## src/rtl/crc16_cmd_sequencer.sv

```systemverilog
// CRC-16 command-check sequencer: presets and steps an x^16+x^12+x^5+1 register per received bit,
// classifies the opcode prefix and issues a one-cycle verdict. Optional macro: CRC16_LEN_CHECK_EN.
module crc16_cmd_sequencer #(
  parameter logic [15:0] PRESET   = 16'hFFFF,
  parameter logic [15:0] RESIDUE  = 16'h1D0F,
  parameter int          MAX_BITS = 512,
  parameter int          CNT_W    = 10
) (
  input  logic             clk,
  input  logic             reset,
  input  logic             packet_start,
  input  logic             bit_valid,
  input  logic             bit_in,
  input  logic             packet_end,
  output logic             busy,
  output logic             done,
  output logic             needs_crc16,
  output logic             crc_ok,
  output logic             crc_err,
  output logic             cmd_unsup,
  output logic             overflow,
  output logic [7:0]       opcode,
  output logic [CNT_W-1:0] bit_count,
  output logic [15:0]      crc_reg
);

  typedef enum logic [1:0] {IDLE, CLASSIFY, BODY, FINISH} state_e;

  localparam logic [CNT_W-1:0] MAX_CNT = CNT_W'(MAX_BITS);

  state_e           state_q, state_d;
  logic [15:0]      crc_q, crc_d;
  logic [CNT_W-1:0] cnt_q, cnt_d;
  logic [7:0]       op_q, op_d;
  logic             needs_q, needs_d;
  logic             ok_q, ok_d;
  logic             err_q, err_d;
  logic             unsup_q, unsup_d;
  logic             ovf_q, ovf_d;

  logic       in_frame;
  logic       accept;
  logic       fb;
  logic [2:0] op_idx;
  logic       len_ok;
  logic       crc_pass;

  // NOTE: every signal written here gets a default first, so no path leaves one unassigned and infers a latch.
  always_comb begin
    state_d  = state_q;
    crc_d    = crc_q;
    cnt_d    = cnt_q;
    op_d     = op_q;
    needs_d  = needs_q;
    ok_d     = ok_q;
    err_d    = err_q;
    unsup_d  = unsup_q;
    ovf_d    = ovf_q;
    fb       = 1'b0;
    op_idx   = 3'd0;
    len_ok   = 1'b1;
    crc_pass = 1'b0;

    in_frame = (state_q == CLASSIFY) || (state_q == BODY);
    accept   = bit_valid && (packet_start || in_frame);

    // A start pulse wins in any state, silently abandoning a frame still in flight.
    if (packet_start) begin
      state_d = CLASSIFY;
      crc_d   = PRESET;
      cnt_d   = '0;
      op_d    = '0;
      needs_d = 1'b0;
      ok_d    = 1'b0;
      err_d   = 1'b0;
      unsup_d = 1'b0;
      ovf_d   = 1'b0;
    end else if (state_q == FINISH) begin
      state_d = IDLE;
    end

    if (accept) begin
      if (cnt_d == MAX_CNT) begin
        ovf_d = 1'b1;
      end else begin
        fb    = bit_in ^ crc_d[15];
        crc_d = {crc_d[14:0], 1'b0} ^ (fb ? 16'h1021 : 16'h0000);
        if (cnt_d < CNT_W'(8)) begin
          op_idx       = 3'd7 - cnt_d[2:0];
          op_d[op_idx] = bit_in;
        end
        cnt_d = cnt_d + 1'b1;
      end
    end

    if (state_d == CLASSIFY) begin
      if ((cnt_d == CNT_W'(2)) && !op_d[7]) begin
        needs_d = 1'b0;
        state_d = BODY;
      end else if (cnt_d == CNT_W'(4)) begin
        case (op_d[7:4])
          4'b1000, 4'b1001: needs_d = 1'b0;
          4'b1010, 4'b1100: needs_d = 1'b1;
          default:          unsup_d = 1'b1;
        endcase
        state_d = BODY;
      end
    end

    // The verdict uses the post-step values so a final bit riding with packet_end is included.
    if (packet_end && in_frame && !packet_start) begin
      if (state_d == CLASSIFY) unsup_d = 1'b1;
      state_d = FINISH;
`ifdef CRC16_LEN_CHECK_EN
      len_ok = (op_d == 8'hC1) ? (cnt_d == CNT_W'(40)) : (cnt_d >= CNT_W'(24));
`endif
      crc_pass = (crc_d == RESIDUE) && !ovf_d && len_ok;
      if (needs_d) begin
        ok_d  = crc_pass;
        err_d = !crc_pass;
      end else begin
        ok_d  = 1'b0;
        err_d = ovf_d;
      end
    end
  end

  // NOTE: state registers use non-blocking assignments so every flop samples pre-edge values together.
  always_ff @(posedge clk) begin
    if (reset) begin
      state_q <= IDLE;
      crc_q   <= PRESET;
      cnt_q   <= '0;
      op_q    <= '0;
      needs_q <= 1'b0;
      ok_q    <= 1'b0;
      err_q   <= 1'b0;
      unsup_q <= 1'b0;
      ovf_q   <= 1'b0;
    end else begin
      state_q <= state_d;
      crc_q   <= crc_d;
      cnt_q   <= cnt_d;
      op_q    <= op_d;
      needs_q <= needs_d;
      ok_q    <= ok_d;
      err_q   <= err_d;
      unsup_q <= unsup_d;
      ovf_q   <= ovf_d;
    end
  end

  assign busy        = (state_q == CLASSIFY) || (state_q == BODY);
  assign done        = (state_q == FINISH);
  assign needs_crc16 = needs_q;
  assign crc_ok      = ok_q;
  assign crc_err     = err_q;
  assign cmd_unsup   = unsup_q;
  assign overflow    = ovf_q;
  assign opcode      = op_q;
  assign bit_count   = cnt_q;
  assign crc_reg     = crc_q;

endmodule

```

## config.mk

```make
export PLATFORM = sky130hd
export DESIGN_NAME = crc16_cmd_sequencer
export DESIGN_NICKNAME = d
export VERILOG_FILES = /design/src/rtl/crc16_cmd_sequencer.sv
export SDC_FILE = /design/constraint.sdc
export NUM_CORES = 1
export LEC_CHECK = 0
export BUFFER_PORTS_ARGS = -buffer_cell sky130_fd_sc_hd__buf_2
export CELL_PAD_IN_SITES_DETAIL_PLACEMENT = 1
export CELL_PAD_IN_SITES_GLOBAL_PLACEMENT = 2
export CORE_ASPECT_RATIO = 0.7
export CORE_UTILIZATION = 32
export DETAILED_ROUTE_END_ITERATION = 10
export PLACE_DENSITY = 0.78
export SKIP_LAST_GASP = 1
export SYNTH_ARGS = -nofsm -noshare
export SYNTH_HDL_FRONTEND = slang
export SYNTH_SLANG_ARGS = --single-unit
```

## constraint.sdc

```tcl
create_clock -name clk -period 3.17 [get_ports clk]
set_clock_uncertainty 0.15 [all_clocks]
set_input_delay 0.317 -clock clk [delete_from_list [all_inputs] [get_ports clk]]
set_output_delay 0.317 -clock clk [all_outputs]
set_load 0.1 [all_outputs]
```

Yosys cells after proc, flatten, opt, wreduce, memory -nomap -nowiden
Cells that the tools add are included.
{ "word_totals": {"regBits": 41, "out_inout_bits": 41, "input_bits": 6} }
{ "classes": {"magnitude_cmp": 3, "muxes": 40, "add_sub_neg": 2, "n_reduce_logical": 16, "bitwise": 2, "n_eq_ne": 13} }
{ "op_table": {"columns": ["operator", "count"], "rows": [
  ["two-way mux 16 bit", 3],
  ["two-way mux 8 bit", 4],
  ["two-way mux 10 bit", 3],
  ["two-way mux 1 bit", 20],
  ["== test 16 x 13 -> 1 bit (second input constant)", 1],
  ["== test 4 bit (second input constant)", 4],
  ["XOR 16 x 13 -> 16 bit", 1],
  ["two-way mux 13 bit", 1],
  ["two-way mux 2 bit", 6],
  ["adder 10 x 1 -> 10 bit (second input constant)", 1],
  ["== test 10 bit (second input constant)", 1],
  ["== test 10 x 2 -> 1 bit (second input constant)", 1],
  ["== test 10 x 3 -> 1 bit (second input constant)", 1],
  ["less-than comparator 10 x 4 -> 1 bit (second input constant)", 1],
  ["bitwise mux 8 bit", 1],
  ["== test 2 x 1 -> 1 bit (second input constant)", 3],
  ["logical AND 1 bit", 6],
  ["== test 2 bit (second input constant)", 2],
  ["logical NOT 1 bit", 4],
  ["less-than comparator 3 x 4 -> 1 bit (second input constant)", 1],
  ["OR reduction 2 bit", 2],
  ["OR reduction 4 bit", 1],
  ["demux 1 bit (select 3 bit)", 1],
  [">= comparator 3 x 1 -> 1 bit (second input constant)", 1],
  ["5 further kinds", 6]
]} }

Logic depth before layout (Yosys ltp)
{ "logic_depth": {"ltp_word": 18, "mapped_depth": 13, "ltp_nobuf": 12} }

Least setup slack after synthesis
OpenSTA, ideal clock, no wires.
{ "synth_timing": {"path_type": "register to register", "start": "register cnt_q[0], in the netlist bit_count[0]", "end": "register ok_q, in the netlist crc_ok", "setup_slack_ns": -0.442, "setup_ns": 0.070, "synth_period_minus_slack_ns": 3.612, "arrival_time_ns": 3.392, "t_required_ns": 2.950, "stages_incl_launch_ff": 13, "path_cell_list": "dfxtp_1 -> buf_2 -> nand2_1 -> inv_1 -> ha_1 -> nand2_1 -> or4_1 -> a211oi_2 -> o221ai_2 -> nor4_2 -> o2111a_1 -> o211ai_1 -> a21oi_1"} }
{ "synth_between": {"elab_chain_len": 18} }
{ "synth_rtl": {"columns": ["element", "line", "text"], "rows": [
  ["from (decl)", "33", "logic [CNT_W-1:0] cnt_q, cnt_d;"],
  ["from (signal assigned)", "143", "cnt_q <= cnt_d;"],
  ["two-way mux 10 bit (*)", "68", "if (packet_start) begin"],
  ["subtractor 3 bit", "89", "op_idx = 3'd7 - cnt_d[2:0];"],
  ["less-than comparator 3 x 4 -> 1 bit (implied by the code) or >= comparator 3 x 1 -> 1 bit (tied branches)", "90", "op_d[op_idx] = bit_in;"],
  ["logical AND 1 bit (implied by the code)", "90", null],
  ["two-way mux 1 bit (implied by the code)", "90", null],
  ["demux 1 bit (select 3 bit)", "90", null],
  ["bitwise mux 8 bit", "90", null],
  ["two-way mux 8 bit", "88", "if (cnt_d < CNT_W'(8)) begin"],
  ["(+2 left out)", null, null],
  ["== test 4 bit", "101", "case (op_d[7:4])"],
  ["OR reduction 2 bit", "101", null],
  ["one-hot mux 1 bit (2 select lines)", "101", null],
  ["two-way mux 1 bit", "100", "end else if (cnt_d == CNT_W'(4)) begin"],
  ["two-way mux 1 bit", "97", "if ((cnt_d == CNT_W'(2)) && !op_d[7]) begin"],
  ["two-way mux 1 bit", "96", "if (state_d == CLASSIFY) begin"],
  ["two-way mux 1 bit (*)", "118", "if (needs_d) begin"],
  ["two-way mux 1 bit (*)", "111", "if (packet_end && in_frame && !packet_start) begin"],
  ["to (signal assigned)", "146", "ok_q <= ok_d;"],
  ["to (decl)", "36", "logic ok_q, ok_d;"]
]} }
Every way passes the cells marked *; elsewhere a longest branch is shown, timed or not.
A chain may end at the register's enable or synchronous reset.

Worst setup path after layout
{ "layout_timing": {"start": "register state_q[0]", "end": "register ok_q, in the netlist crc_ok"} }
{ "layout_between": {"elab_chain_len": 13} }
{ "layout_rtl": {"columns": ["element", "line", "text"], "rows": [
  ["from (decl)", "31", "state_e state_q, state_d;"],
  ["from (signal assigned)", "141", "state_q <= state_d;"],
  ["== test 2 x 1 -> 1 bit or == test 2 bit (tied branches)", "64", "in_frame = (state_q == CLASSIFY) || (state_q == BODY);"],
  ["logical OR 1 bit", "64", null],
  ["logical OR 1 bit", "65", "accept = bit_valid && (packet_start || in_frame);"],
  ["logical AND 1 bit", "65", null],
  ["two-way mux 8 bit", "82", "if (accept) begin"],
  ["== test 4 bit", "101", null],
  ["OR reduction 2 bit", "101", null],
  ["one-hot mux 1 bit (2 select lines)", "101", null],
  ["two-way mux 1 bit", "100", null],
  ["two-way mux 1 bit", "97", null],
  ["two-way mux 1 bit", "96", null],
  ["two-way mux 1 bit", "118", null],
  ["two-way mux 1 bit", "111", null]
]} }
Parallel ways exist; a longest one is shown, timed or not.

==> reports/results.tsv <==
stage	metric	value	unit
cells_and_area	diodes inserted	0	
die	I/O pin count	47	
setup_path	R2R Setup Slk	0.17	ns
clock_network	post-cts gate resize count	0	
clock_network	Sink Count	41	
global_routing	initial antenna violation count	0	
setup_path	Worst setup SP type	flip-flop	
routing	WL final	8.16	mm
clock_network	Root Buffer	clkbuf_8	
logic_synthesis	largest family of logic cells by synthesized area	simple AND/OR/NAND/NOR gates	
setup_path	crit-path max FO	9	
logic_synthesis	Gate Count Post-Synth	305	
status	status	finished clean	
logic_synthesis	synthesized flop and latch total	41	
sta	worst-margin pin slew	0.709	ns
power	Tot Pwr	1.23	mW
setup_path	CP Capture Type	flip-flop	
logic_synthesis	Synth area leader	dfxtp_1	
sta	Hold Slack	0.184	ns
routing	initial DRC count	140	
placed_design	port buffer count	46	
logic_synthesis	ys async rst share	0	
routing	Detail Route Antenna Nets	0	
clock_network	clock slew at reported path FFs	0.08	ns
setup_path	r2r startpoint	state_q[0]$_SDFF_PP0_	
clock_network	Clock Tree Buf Depth	2	
sta	f_max	0.333	GHz
cells_and_area	Post-Layout Cell Count	457	
sta	Final Setup Violations	0	
logic_synthesis	Seq/Total Area, Yosys	0.339	
logic_synthesis	top cell type's share of synthesized area	0.339	
logic_synthesis	Post-Synth Simple-Gate Area	0.333	
logic_synthesis	most frequent cell after synthesis	nand2_1	
clock_network	clock latency on the worst-skew pair	0.30	ns
clock_network	setup bufs post-CTS	0	
setup_path	r2r worst-path depth	11	
power	pwr/cell area	416	mW/mm^2
logic_synthesis	post-synthesis mux area share	0.0165	
sta	Setup TNS Final	0	ns
logic_synthesis	Unique masters post-synth	58	
routing	DRC	0	
placed_design	Post-DP HPWL	6.30	mm
sta	Tmin final	3.00	ns
die	Core ar.	0.00732	sq mm
sta	normalized max-slew margin	0.522	
clock_network	CTS tree	built	
power	VDD IR max	0.000157	V
global_routing	largest net degree at the start of global routing	34	
routing	DR vias/cell	5.43	
logic_synthesis	Main synth FF type	dfxtp_1	
logic_synthesis	Mapped Area	0.00242	sq mm
setup_path	critical path class	reg -> reg	
cells_and_area	Nets	369	
sta	fin crit share	0.946	
global_routing	GRT Total Usage	0.219	
cells_and_area	number of flip-flops in the largest register	16	
logic_synthesis	commonest cells in the netlist	45 x nand2_1, 41 x dfxtp_1, 31 x nor2_1, 19 x nand3_1, 15 x a21oi_1	
die	DIE AREA	0.00793	sq mm
sta	final max-slew violation count	0	
cells_and_area	Area Growth Syn to Fin	22.4	%
die	Rows	26	
clock_network	CTS Hold Buffers Added	0	
routing	vias	2480	
placed_design	cell count after placement	449	
logic_synthesis	synth warn	0	
power	P_leak	1.17	nW
hold_path	WHS Endpoint	crc_ok$_SDFFE_PP0P_	
setup_path	R2R Path End	crc_ok$_SDFFE_PP0P_	
sta	unrepaired setup endpoints after global routing	false	
global_routing	gr ovfl total	0	
placed_design	RePlAce Congestion	0.877	
die	Die Width	106	um
clock_network	H-tree Lvls	2	
global_routing	first-pass GRT wire length	13.2	mm
routing	DR WL/cell	17.9	um
logic_synthesis	area share of xor/xnor cells in the synthesized design	0.0325	
logic_synthesis	Post-Synth Adder-Cell Area	0.0305	
logic_synthesis	Syn Area/Cell	7.94	sq um
sta	final hold vios	0	
setup_path	crit path DAT	3.08	ns
die	Die Span Y	74.8	um
global_routing	vias in the first global route	2370	
hold_path	hold depth	4	
hold_path	Hold WC Path Type	in -> reg	
routing	Initial DRT Pass Iterations	4	
flow_run	max cap viols	0	
logic_synthesis	Syn Nets	316	
clock_network	TritonCTS Buffers	5	
cells_and_area	layout cells sized above 1	0.270	
logic_synthesis	Synth Area in Compound Gates	0.198	
die	Starting Density	0.331	
hold_path	hold path start	packet_end	
cells_and_area	post-layout util	0.405	
logic_synthesis	EDFF count, synth	0	
logic_synthesis	top post-synthesis cells by area	dfxtp_1 34%, nand2_1 7.0%, nor2_1 4.8%, nand3_1 3.9%, a21oi_1 3.1%	
setup_path	WP data required	3.25	ns
[critical path, cell delays in order (launching register included)]
cell,delay (ns)
dfxtp_1,0.37
inv_1,0.06
ha_1,0.32
nor2b_2,0.21
nor2_1,0.49
o22ai_1,0.15
nor3_1,0.16
buf_4,0.18
nor2_1,0.06
o311ai_0,0.50
o211ai_1,0.15
a21oi_1,0.15
[per-stage QoR]
step	cell area, sq um	setup slack, ns
final	2970	0.171
after global routing	2970	0.00309
after CTS	2950	0.0736
after detailed placement	2840	0.0307
after global placement	2840	0.139
after floorplan	2430	0.0542
[worst max-delay path by stage]
stage / startpoint / endpoint / slack (ns) / depth (start not counted)
finish: state_q[0]$_SDFF_PP0_ / crc_ok$_SDFFE_PP0P_ / 0.17 / 11
global route: state_q[0]$_SDFF_PP0_ / crc_ok$_SDFFE_PP0P_ / 0.003 / 11
CTS: state_q[0]$_SDFF_PP0_ / crc_err$_SDFFE_PP0P_ / 0.07 / 10
detailed placement: packet_start / crc_err$_SDFFE_PP0P_ / 0.03 / 13
global placement: packet_start / crc_ok$_SDFFE_PP0P_ / 0.14 / 13
floorplan: bit_count[0]$_SDFF_PP0_ / crc_ok$_SDFFE_PP0P_ / 0.05 / 12
[placed cells by master, fill, tap and decap left out, types with 3 or more instances in the layout]
cell type	n
buf_2	46
nand2_1	45
dfxtp_1	36
nor2_1	31
nand3_1	19
buf_4	16
a21oi_1	15
inv_1	14
o21ai_0	12
o211ai_1	9
clkbuf_8	6
nand2b_1	5
nor4_1	5
nor3_1	5
xnor2_1	5
ha_1	5
nor2b_1	4
mux2i_1	4
nor4_2	4
nand4_1	3
xor2_1	3
nor3b_1	3
o21a_1	3
o22a_1	3
a31oi_1	3
dfxtp_2	3
[report_power, final]
group          internal [mW]  leakage (nW)  switching, mW
registers              0.527         0.336         0.0142
logic                 0.0610         0.778          0.208
clock network          0.226        0.0566          0.199
[cell families (layout without fill, tap and decap cells)]
group,after synthesis,count (layout)
buffers and inverters,30,84
and+or+nand+nor,148,148
adders and majority gates,6,6
DFF,41,41
AOI/OAI and AO/OA,67,67
xor gates and xnor gates,9,9
muxes,4,4
[metal layers]
metal / up-vias / wire (um) / global-route usage
met1: 1201 / 4140 / 0.326
met2: 78 / 3410 / 0.318
met4: 0 / 30 / 0.0602
met5: - / 0 / 0
li1: 1199 / - / -
met3: 2 / 580 / 0.0459
[cell type report]
| type | count | area (sq um) |
|---|---|---|
| repair buffers | 62 | 350 |
| fillers | 928 | 4350 |
| clock buffers | 8 | 111 |
| flip-flops and latches | 41 | 832 |
| multi-input cells | 234 | 1500 |
| well taps | 98 | 123 |
| inverters | 14 | 52.6 |
Note: power is estimated with default switching activity, not from simulation.
